`config.mk`:
```
export PLATFORM = sky130hd
export DESIGN_NAME = music_sequencer_flat
export DESIGN_NICKNAME = d
export VERILOG_FILES = /design/src/rtl/music_seq_if.sv /design/src/rtl/music_sequencer.sv /design/src/flat_wrapper.sv
export SDC_FILE = /design/constraint.sdc
export NUM_CORES = 1
export LEC_CHECK = 0
export CAP_MARGIN = 20
export CORE_ASPECT_RATIO = 1.1
export CORE_MARGIN = 8
export CORE_UTILIZATION = 55
export CTS_BUF_LIST = sky130_fd_sc_hd__clkbuf_4 sky130_fd_sc_hd__clkbuf_8
export DETAILED_ROUTE_END_ITERATION = 7
export HOLD_SLACK_MARGIN = 0.05
export PLACE_DENSITY = 0.74
export SETUP_SLACK_MARGIN = 0.3
export SYNTH_ARGS = -nofsm -noshare
export SYNTH_HDL_FRONTEND = slang
export SYNTH_SLANG_ARGS = --single-unit
```
`constraint.sdc`:
```
create_clock -name clock -period 3 [get_ports clock]
set_input_delay 0.3 -clock clock [delete_from_list [all_inputs] [get_ports clock]]
set_output_delay 0.3 -clock clock [all_outputs]
set_load 0.02 [all_outputs]
```
`src/rtl/music_seq_if.sv`:
```
// Song-memory read port and sound-effect request channel of the music sequencer.
// master = sequencer side, slave = memory / effect requester side.
interface music_seq_if #(
  parameter int ADDR_W = 8
);
  logic              mem_rd;
  logic [ADDR_W-1:0] mem_addr;
  logic [7:0]        mem_data;
  logic              sfx_req;
  logic [7:0]        sfx_note;
  logic [3:0]        sfx_ticks;
  logic              sfx_ack;

  modport master (
    output mem_rd, mem_addr, sfx_ack,
    input  mem_data, sfx_req, sfx_note, sfx_ticks
  );

  modport slave (
    input  mem_rd, mem_addr, sfx_ack,
    output mem_data, sfx_req, sfx_note, sfx_ticks
  );
endinterface

```
`src/rtl/music_sequencer.sv`:
```
// Lead-channel note sequencer with per-note durations, transport control and one preempting SFX.
// Optional: define MUSIC_SEQ_GAP_EN to silence the last TICK_CYCLES/8 cycles of every lead note.
module music_sequencer #(
  parameter int CLOCK_FREQ = 50000000,
  parameter int TICK_FREQ  = 16,
  parameter int ADDR_W     = 8
) (
  input  logic               clock,
  input  logic               reset,
  input  logic               play,
  input  logic               pause,
  input  logic               stop,
  input  logic               loop_en,
  music_seq_if.master        bus,
  output logic [7:0]         note_out,
  output logic               busy,
  output logic               song_done
);

  localparam int TICK_CYCLES = CLOCK_FREQ / TICK_FREQ;
  localparam int PW          = (TICK_CYCLES > 1) ? $clog2(TICK_CYCLES) : 1;
  localparam int IW          = ADDR_W - 1;
  localparam logic [PW-1:0] TICK_LAST = PW'(TICK_CYCLES - 1);

  typedef enum logic [2:0] {
    S_IDLE, S_FETCH_N, S_LATCH_N, S_FETCH_D, S_LATCH_D, S_PLAY, S_PAUSED
  } state_t;

  state_t            state_q, state_d;
  logic [IW-1:0]     idx_q, idx_d;
  logic [7:0]        note_buf_q, note_buf_d;
  logic [7:0]        lead_q, lead_d;
  logic [7:0]        rem_q, rem_d;
  logic [PW-1:0]     presc_q, presc_d;
  logic              pause_pend_q, pause_pend_d;
  logic              sfx_active_q, sfx_active_d;
  logic [7:0]        sfx_note_q, sfx_note_d;
  logic [3:0]        sfx_left_q, sfx_left_d;
  logic [PW-1:0]     sfx_presc_q, sfx_presc_d;
  logic [7:0]        note_out_q, note_out_d;
  logic              mem_rd_q, mem_rd_d;
  logic [ADDR_W-1:0] mem_addr_q, mem_addr_d;
  logic              sfx_ack_q, sfx_ack_d;
  logic              song_done_q, song_done_d;
  logic              tick, lead_live, gap;

  // Song transport FSM.
  always_comb begin
    // NOTE: every variable gets a default first so no path leaves it unassigned (no latch).
    state_d      = state_q;
    idx_d        = idx_q;
    note_buf_d   = note_buf_q;
    lead_d       = lead_q;
    rem_d        = rem_q;
    presc_d      = presc_q;
    pause_pend_d = pause_pend_q;
    song_done_d  = 1'b0;
    tick         = (presc_q == TICK_LAST);

    unique case (state_q)
      S_IDLE: begin
        if (play) begin
          idx_d        = '0;
          pause_pend_d = 1'b0;
          state_d      = S_FETCH_N;
        end
      end
      S_FETCH_N: begin
        if (pause) pause_pend_d = 1'b1;
        state_d = S_LATCH_N;
      end
      S_LATCH_N: begin
        if (pause) pause_pend_d = 1'b1;
        if (bus.mem_data == 8'hFF) begin
          if (loop_en) begin
            idx_d   = '0;
            state_d = S_FETCH_N;
          end else begin
            song_done_d = 1'b1;
            state_d     = S_IDLE;
          end
        end else begin
          note_buf_d = bus.mem_data;
          state_d    = S_FETCH_D;
        end
      end
      S_FETCH_D: begin
        if (pause) pause_pend_d = 1'b1;
        state_d = S_LATCH_D;
      end
      S_LATCH_D: begin
        rem_d        = (bus.mem_data == 8'd0) ? 8'd1 : bus.mem_data;
        presc_d      = '0;
        lead_d       = note_buf_q;
        pause_pend_d = 1'b0;
        state_d      = (pause || pause_pend_q) ? S_PAUSED : S_PLAY;
      end
      S_PLAY: begin
        // The cycle in which pause is sampled still counts as played time.
        if (tick) begin
          presc_d = '0;
          if (rem_q == 8'd1) begin
            idx_d   = idx_q + IW'(1);
            state_d = S_FETCH_N;
            if (pause) pause_pend_d = 1'b1;
          end else begin
            rem_d = rem_q - 8'd1;
            if (pause) state_d = S_PAUSED;
          end
        end else begin
          presc_d = presc_q + PW'(1);
          if (pause) state_d = S_PAUSED;
        end
      end
      S_PAUSED: begin
        if (play && !pause) state_d = S_PLAY;
      end
      default: state_d = S_IDLE;
    endcase

    if (stop) begin
      state_d      = S_IDLE;
      idx_d        = '0;
      pause_pend_d = 1'b0;
      song_done_d  = 1'b0;
    end
    if (state_d == S_IDLE) lead_d = '0;
  end

  // Sound-effect arbiter with its own tick prescaler.
  always_comb begin
    sfx_active_d = sfx_active_q;
    sfx_note_d   = sfx_note_q;
    sfx_left_d   = sfx_left_q;
    sfx_presc_d  = sfx_presc_q;
    sfx_ack_d    = 1'b0;
    if (!sfx_active_q) begin
      if (bus.sfx_req) begin
        sfx_ack_d    = 1'b1;
        sfx_active_d = 1'b1;
        sfx_note_d   = bus.sfx_note;
        sfx_left_d   = (bus.sfx_ticks == 4'd0) ? 4'd1 : bus.sfx_ticks;
        sfx_presc_d  = '0;
      end
    end else if (sfx_presc_q == TICK_LAST) begin
      sfx_presc_d = '0;
      if (sfx_left_q == 4'd1) sfx_active_d = 1'b0;
      else                    sfx_left_d   = sfx_left_q - 4'd1;
    end else begin
      sfx_presc_d = sfx_presc_q + PW'(1);
    end
  end

  // Outputs are decoded from next-state values so the registers line up with the state.
  always_comb begin
    lead_live = (state_d != S_IDLE) && (state_d != S_PAUSED);
`ifdef MUSIC_SEQ_GAP_EN
    gap = (TICK_CYCLES / 8 > 0) && (state_d == S_PLAY) && (rem_d == 8'd1) &&
          (int'(presc_d) >= TICK_CYCLES - TICK_CYCLES / 8);
`else
    gap = 1'b0;
`endif
    if (sfx_active_d)          note_out_d = sfx_note_d;
    else if (lead_live && !gap) note_out_d = lead_d;
    else                        note_out_d = 8'd0;
    mem_rd_d   = (state_d == S_FETCH_N) || (state_d == S_FETCH_D);
    mem_addr_d = {idx_d, (state_d == S_FETCH_D)};
  end

  always_ff @(posedge clock) begin
    // NOTE: state registers use non-blocking assignments so all flops update together.
    if (reset) begin
      state_q      <= S_IDLE;
      idx_q        <= '0;
      note_buf_q   <= '0;
      lead_q       <= '0;
      rem_q        <= '0;
      presc_q      <= '0;
      pause_pend_q <= 1'b0;
      sfx_active_q <= 1'b0;
      sfx_note_q   <= '0;
      sfx_left_q   <= '0;
      sfx_presc_q  <= '0;
      note_out_q   <= '0;
      mem_rd_q     <= 1'b0;
      mem_addr_q   <= '0;
      sfx_ack_q    <= 1'b0;
      song_done_q  <= 1'b0;
    end else begin
      state_q      <= state_d;
      idx_q        <= idx_d;
      note_buf_q   <= note_buf_d;
      lead_q       <= lead_d;
      rem_q        <= rem_d;
      presc_q      <= presc_d;
      pause_pend_q <= pause_pend_d;
      sfx_active_q <= sfx_active_d;
      sfx_note_q   <= sfx_note_d;
      sfx_left_q   <= sfx_left_d;
      sfx_presc_q  <= sfx_presc_d;
      note_out_q   <= note_out_d;
      mem_rd_q     <= mem_rd_d;
      mem_addr_q   <= mem_addr_d;
      sfx_ack_q    <= sfx_ack_d;
      song_done_q  <= song_done_d;
    end
  end

  assign note_out     = note_out_q;
  assign busy         = (state_q != S_IDLE);
  assign song_done    = song_done_q;
  assign bus.mem_rd   = mem_rd_q;
  assign bus.mem_addr = mem_addr_q;
  assign bus.sfx_ack  = sfx_ack_q;

endmodule

```
`src/flat_wrapper.sv`:
```
// flat-port wrapper written by rule: the top's interface ports become plain ports
module music_sequencer_flat 
#(
  parameter int CLOCK_FREQ = 50000000,
  parameter int TICK_FREQ  = 16,
  parameter int ADDR_W     = 8
)
  (clock, reset, play, pause, stop, loop_en, note_out, busy, song_done, bus_mem_rd, bus_mem_addr, bus_sfx_ack, bus_mem_data, bus_sfx_req, bus_sfx_note, bus_sfx_ticks);
  music_seq_if #(.ADDR_W(ADDR_W)) bus_i ();
  input  logic clock;
  input  logic reset;
  input  logic play;
  input  logic pause;
  input  logic stop;
  input  logic loop_en;
  output logic [7:0] note_out;
  output logic busy;
  output logic song_done;
  output wire logic [$bits(bus_i.mem_rd)-1:0] bus_mem_rd;
  output wire logic [$bits(bus_i.mem_addr)-1:0] bus_mem_addr;
  output wire logic [$bits(bus_i.sfx_ack)-1:0] bus_sfx_ack;
  input wire logic [$bits(bus_i.mem_data)-1:0] bus_mem_data;
  input wire logic [$bits(bus_i.sfx_req)-1:0] bus_sfx_req;
  input wire logic [$bits(bus_i.sfx_note)-1:0] bus_sfx_note;
  input wire logic [$bits(bus_i.sfx_ticks)-1:0] bus_sfx_ticks;
  assign bus_mem_rd = bus_i.mem_rd;
  assign bus_mem_addr = bus_i.mem_addr;
  assign bus_sfx_ack = bus_i.sfx_ack;
  assign bus_i.mem_data = bus_mem_data;
  assign bus_i.sfx_req = bus_sfx_req;
  assign bus_i.sfx_note = bus_sfx_note;
  assign bus_i.sfx_ticks = bus_sfx_ticks;
  music_sequencer #(.CLOCK_FREQ(CLOCK_FREQ), .TICK_FREQ(TICK_FREQ), .ADDR_W(ADDR_W)) u_core (.clock(clock), .reset(reset), .play(play), .pause(pause), .stop(stop), .loop_en(loop_en), .bus(bus_i), .note_out(note_out), .busy(busy), .song_done(song_done));
endmodule
```
Yosys cells after proc, flatten, opt, wreduce, memory -nomap -nowiden
Cells that the tools add are included.
- $add $sub $neg: 5
- equality and inequality tests: 20
- multiplexer cells: 47
- bitwise gates (word level): 2
- reduce and logical (&&, ||, !) cells: 22
- operators by type and width (kind ; number):
    2-to-1 mux 22 bit ; 4
    2-to-1 mux 8 bit ; 9
    adder 22 x 1 -> 22 bit (second input constant) ; 2
    == test 22 bit (second input constant) ; 2
    case mux 22 bit (2 select lines) ; 1
    2-to-1 mux 7 bit ; 6
    case mux 3 bit (7 select lines) ; 1
    case mux 7 bit (3 select lines) ; 1
    2-to-1 mux 4 bit ; 5
    2-to-1 mux 3 bit ; 6
    case mux 8 bit (2 select lines) ; 1
    2-to-1 mux 1 bit ; 10
    == test 3 x 2 -> 1 bit (second input constant) ; 3
    == test 3 bit (second input constant) ; 3
    == test 8 x 1 -> 1 bit (second input constant) ; 1
    == test 8 bit (second input constant) ; 1
    logical NOT 8 bit ; 1
    inequality test 2 bit (second input constant) ; 4
    subtractor 8 x 1 -> 8 bit (second input constant) ; 1
    adder 7 x 1 -> 7 bit (second input constant) ; 1
    == test 3 x 1 -> 1 bit (second input constant) ; 2
    logical NOT 3 bit ; 2
    AND reduction 3 bit ; 2
    nonzero test 3 bit ; 2
    other kinds (18) ; 25
- register bits: 111
- word-level logic and storage cells: 112

Depth between registers and ports, before layout
- depth after elaboration: 9
- depth in mapped cells: 8
- depth with buffers taken out: 7

Worst setup path after synthesis
No wires, ideal clock.
- kind: register to register
- start point: register u_core.presc_q[0]
- end point: register u_core.note_out_q[1] (netlist: u_core.note_out[1])
- library setup time: 117 ps
- data arrival time: 2006 ps
- slack: 877 ps
- stages on the path, launching flop included: 8
- buffers on the path: 0
- path through: dfxtp_1 > ha_1 > nor4bb_1 > nand2_1 > nor3_4 > o22ai_1 > mux2_4 > a32o_1
- cells in the longest elaborated chain, start to end: 8
- elaborated cells on any way between the ends: 11
- ends and longest elaborated chain (item ; line ; text):
    from (decl) ; music_sequencer.sv:34 ; logic [PW-1:0] presc_q, presc_d;
    from (signal assigned) ; music_sequencer.sv:195 ; presc_q <= presc_d;
    == test 22 bit * ; music_sequencer.sv:58 ; tick = (presc_q == TICK_LAST);
    2-to-1 mux 3 bit * ; music_sequencer.sv:100 ; if (tick) begin
    case mux 3 bit (7 select lines) * ; music_sequencer.sv:60 ; unique case (state_q)
    2-to-1 mux 3 bit * ; music_sequencer.sv:121 ; if (stop) begin
    logical NOT 3 bit (tied with other cells) ; music_sequencer.sv:127 ; if (state_d == S_IDLE) lead_d = '0;
    2-to-1 mux 8 bit or logical AND 1 bit (tied branches) ; music_sequencer.sv:127, music_sequencer.sv:156 ;
    2-to-1 mux 8 bit * ; music_sequencer.sv:164 ; else if (lead_live && !gap) note_out_d = lead_d;
    2-to-1 mux 8 bit * ; music_sequencer.sv:163 ; if (sfx_active_d) note_out_d = sfx_note_d;
    to (signal assigned) ; music_sequencer.sv:201 ; note_out_q <= note_out_d;
    to (decl) ; music_sequencer.sv:40 ; logic [7:0] note_out_q, note_out_d;
Mark *: on every way between the ends. The rest lies on a longest branch, timed or not.
A chain may end at the register's enable or synchronous reset.

Final worst setup path
- start point: register u_core.presc_q[0]
- end point: register u_core.note_out_q[5] (netlist: u_core.note_out[5])
The elaborated chain is that of the path after synthesis.

==> summary.txt <==
STA
  • Final period utilization: 0.837
  • Final min period: about 2.5 ns
  • RSZ-0062 raised after global routing: false
  • Worst slew margin: 0.357
  • Final hold vios: 0
  • Final setup fails: 0
  • Count of final max-slew check failures: 0
  • Worst Hold Slack: approximately 0.22 ns
  • Clock skew: 0.0126 ns
  • Fmax: around 400 MHz
  • Measured slew at the worst slew-check pin: 0.965 ns
  • Setup TNS: 0 ns

Synth
  • Sequential element share of the synthesized area: 0.398
  • Synth Instances: about 650
  • Synth Cell Area: 5230 um^2
  • Top cells by area, synth: dfxtp_1 (40%), nand2_1 (7.0%), a21oi_1 (6.2%)
  • Synth top area share: 0.398
  • #FFs+latches synth: between 100 and 150
  • Synth Net Count: a little under 700
  • Area leader, netlist: dfxtp_1
  • Avg Cell Area, Syn: around 8 um^2
  • Number of synthesized flops with an enable pin: 0
  • Yosys cell types: 63
  • Synthesis Warnings: 0
  • Main synth FF type: dfxtp_1
  • Synth async-reset ratio: 0

Placed design
  • Dpl hpwl: 8920 um
  • Routability cong.: ~0.87
  • Cells after DPL: slightly below 800
  • Placed Area: roughly 5800 um^2
  • # port buffers: between 40 and 50

Clock network
  • Clock slew at reported path FFs: ~0.11 ns
  • Clock tree buffer depth: 2
  • Later-pin clock latency in the skew report: between 0.3 and 0.4 ns
  • Sink Count: between 100 and 150
  • CTS tree: built
  • TritonCTS Buffers: 9
  • Clock root buffer: clkbuf_8
  • H-tree depth: 3

Status
  • Status: completed

Floorplanning
  • Placeable Area: around 9300 um^2
  • Die H: approximately 120 um
  • Die span in x: between 100 and 150 um
  • DIE AREA: roughly 13000 um^2
  • Row cnt: 37
  • Initial Util: 0.562
  • # IOs: 47

Routing
  • Routed WL: 12700 um
  • DRC Markers: 0
  • Drt pass-1 iters: 5
  • DR WL/cell: approximately 16 um
  • Final antenna-violating net count: 0
  • Via count: 4985
  • DR vias/cell: approximately 6
  • Iter 0 DRT Violations: ~280

Global routing
  • Global route overflow: 0
  • GRT Util Overall: 0.193
  • Number of global-route vias before repair: approximately 4.6k
  • Met3 Use GR: 0.0315
  • Gr busiest metal: met2
  • Antenna violations before repair: 0
  • Largest net degree at the start of global routing: 41
  • Global-route wire length before repair: between 20000 and 25000 um
  • Met2 usage in global routing: 0.324
  • Met1 Resource Use GR: 0.241

Layout
  • Area growth syn-to-layout: 14.3%
  • Post-Layout Cell Count: 808
  • Ant diodes: 0
  • Layout Nets: around 700
  • Share of cells above drive strength 1: 0.0709
  • Design area: 5970 um^2

Critical path
  • CP endpoint kind: flip-flop
  • Slowest stage delay, CP: approximately 0.42 ns
  • Critical path cell sequence: ha_1 > nor4bb_1 > nand2_1 > nor3_4 > o22ai_1 > mux2_4 > a32o_1
  • Crit Path Category: flip-flop to flip-flop
  • CP max-delay cell: dfxtp_1
  • WP data arrival: roughly 2.8 ns
  • CP max FO: 8
  • Setup crit start kind: flip-flop
  • Required time worst endpoint: about 3.3 ns

Worst hold path
  • Worst Hold Class: input port to flip-flop

Run
  • Max Cap Viol: 0

Pwr
  • VDD IR max: 0.203 mV
  • PD cells: between 400 and 500 nW/um^2
  • Static Leak: approximately 0.002 uW
==> registers in the layout (all words and copies together) (netlist names) <==
| register | flops |
|---|---|
| u_core.sfx_note_q | 8 |
| u_core.state_q | 3 |
| u_core.rem_q | 8 |
| u_core.note_buf_q | 8 |
| u_core.bus.mem_addr | 7 |
| u_core.bus.sfx_ack | 1 |
| u_core.idx_q | 1 |
| u_core.sfx_presc_q | 22 |
| u_core.sfx_active_q | 1 |
| u_core.note_out | 8 |
| u_core.sfx_left_q | 4 |
| u_core.lead_q | 8 |
| u_core.pause_pend_q | 1 |
| u_core.bus.mem_rd | 1 |
| u_core.song_done | 1 |
| u_core.presc_q | 22 |
==> stage by stage <==
| step | util | setup slack, ns | total power (uW) |
|---|---|---|---|
| 2_1_floorplan | - | 0.877 | 1580 |
| 3_3_place_gp | 0.621 | 0.629 | 1670 |
| 3_5_place_dp | 0.621 | 0.529 | 1670 |
| 4_1_cts | 0.642 | 0.525 | 2540 |
| 5_1_grt | 0.642 | 0.351 | 2620 |
| 6_report | 0.642 | 0.490 | 2520 |
==> power by group <==
part           total, uW  switching [uW]  leakage, uW  internal (uW)
clock                877             549    0.0000970            329
sequential          1420            15.5     0.000842           1400
combinational        224             128      0.00108           95.9
==> worst paths after layout <==
| kind | start | depth (start not counted) | slack [ns] | endpoint |
|---|---|---|---|---|
| setup / recovery | u_core.presc_q[0] | 7 | 0.49 | u_core.note_out[5] |
| hold / removal | reset | 2 | 0.22 | u_core.sfx_note_q[6] |
| setup reg to reg | u_core.presc_q[0] | 7 | 0.49 | u_core.note_out[5] |
| hold reg to reg | u_core.sfx_note_q[1] | 2 | 0.47 | u_core.sfx_note_q[1] |
==> routing by layer <==
layer,part of all wire,vias up
met5,0,-
met4,0.013,0
met3,0.051,16
met2,0.49,152
met1,0.45,2337
li1,-,2480
==> cell usage after synthesis, drive strengths merged, types with 3 or more instances <==
cell type and number:
and2 15, nor2b 9, ha 7, dfxtp 104, o21ai 41, nor2 51, nand4b 4, a21oi 65
nor3 17, a41oi 9, nor3b 5, or2 4, a211oi 6, and4 8, or4 8, nand2b 4
o211ai 4, a311oi 19, inv 13, mux2i 8, a32o 6, nand3b 3, nor4 6, a21o 6
nand4 10, nand2 98, and3 8, nand3 22, o211a 3, a31o 4, a31oi 12, clkbuf 23
buf 12, o21a 7, nor4bb 3, or3 8
==> area by class of cell <==
type                            count  area (um^2)
Inverter                           13         48.8
Sequential cell                   104         2080
Clock buffer                        9          124
Multi-Input combinational cell    500         2950
Fill cell                         805         3330
Clock inverter                      7         72.6
Tap cell                          117          146
Timing Repair Buffer               58          546
==> layout by cell type (no fill, tap or decap), types with 9 or more instances in the layout <==
cell / count
nor2b_1: 9
nor2_1: 51
and2_1: 15
a311oi_1: 19
clkdlybuf4s50_1: 45
a31oi_1: 12
inv_1: 13
nor3_1: 15
nand2_1: 97
nand3_1: 22
a21oi_1: 65
buf_4: 12
dfxtp_1: 103
o21ai_0: 38
clkbuf_8: 9
a41oi_1: 9
==> logic make-up (layout without fill, tap and decap cells) <==
| kind of cell | Yosys count | count (layout) | share of synthesized area |
|---|---|---|---|
| muxes | 9 | 9 | 0.0182 |
| adders and majority gates | 7 | 7 | 0.0168 |
| buffers and inverters | 48 | 87 | 0.0362 |
| AOI/OAI and AO/OA | 198 | 198 | 0.247 |
| DFF | 104 | 104 | 0.398 |
| and+or+nand+nor | 286 | 286 | 0.284 |
==> worst max-delay path, delay by kind of cell (launching register included) <==
kind / cells / cell delay [ns]
adders and majority gates: 1 / 0.24
muxes: 1 / 0.39
AOI/OAI and AO/OA: 2 / 0.49
DFF: 1 / 0.42
and+or+nand+nor: 3 / 0.89
==> timing repair <==
action	in CTS	in global routing
gates resized for setup	0	1
setup buffers	0	0
endpoints found under the setup margin	0	1
hold buffers	0	0
Note: power is estimated with default switching activity, not from simulation.
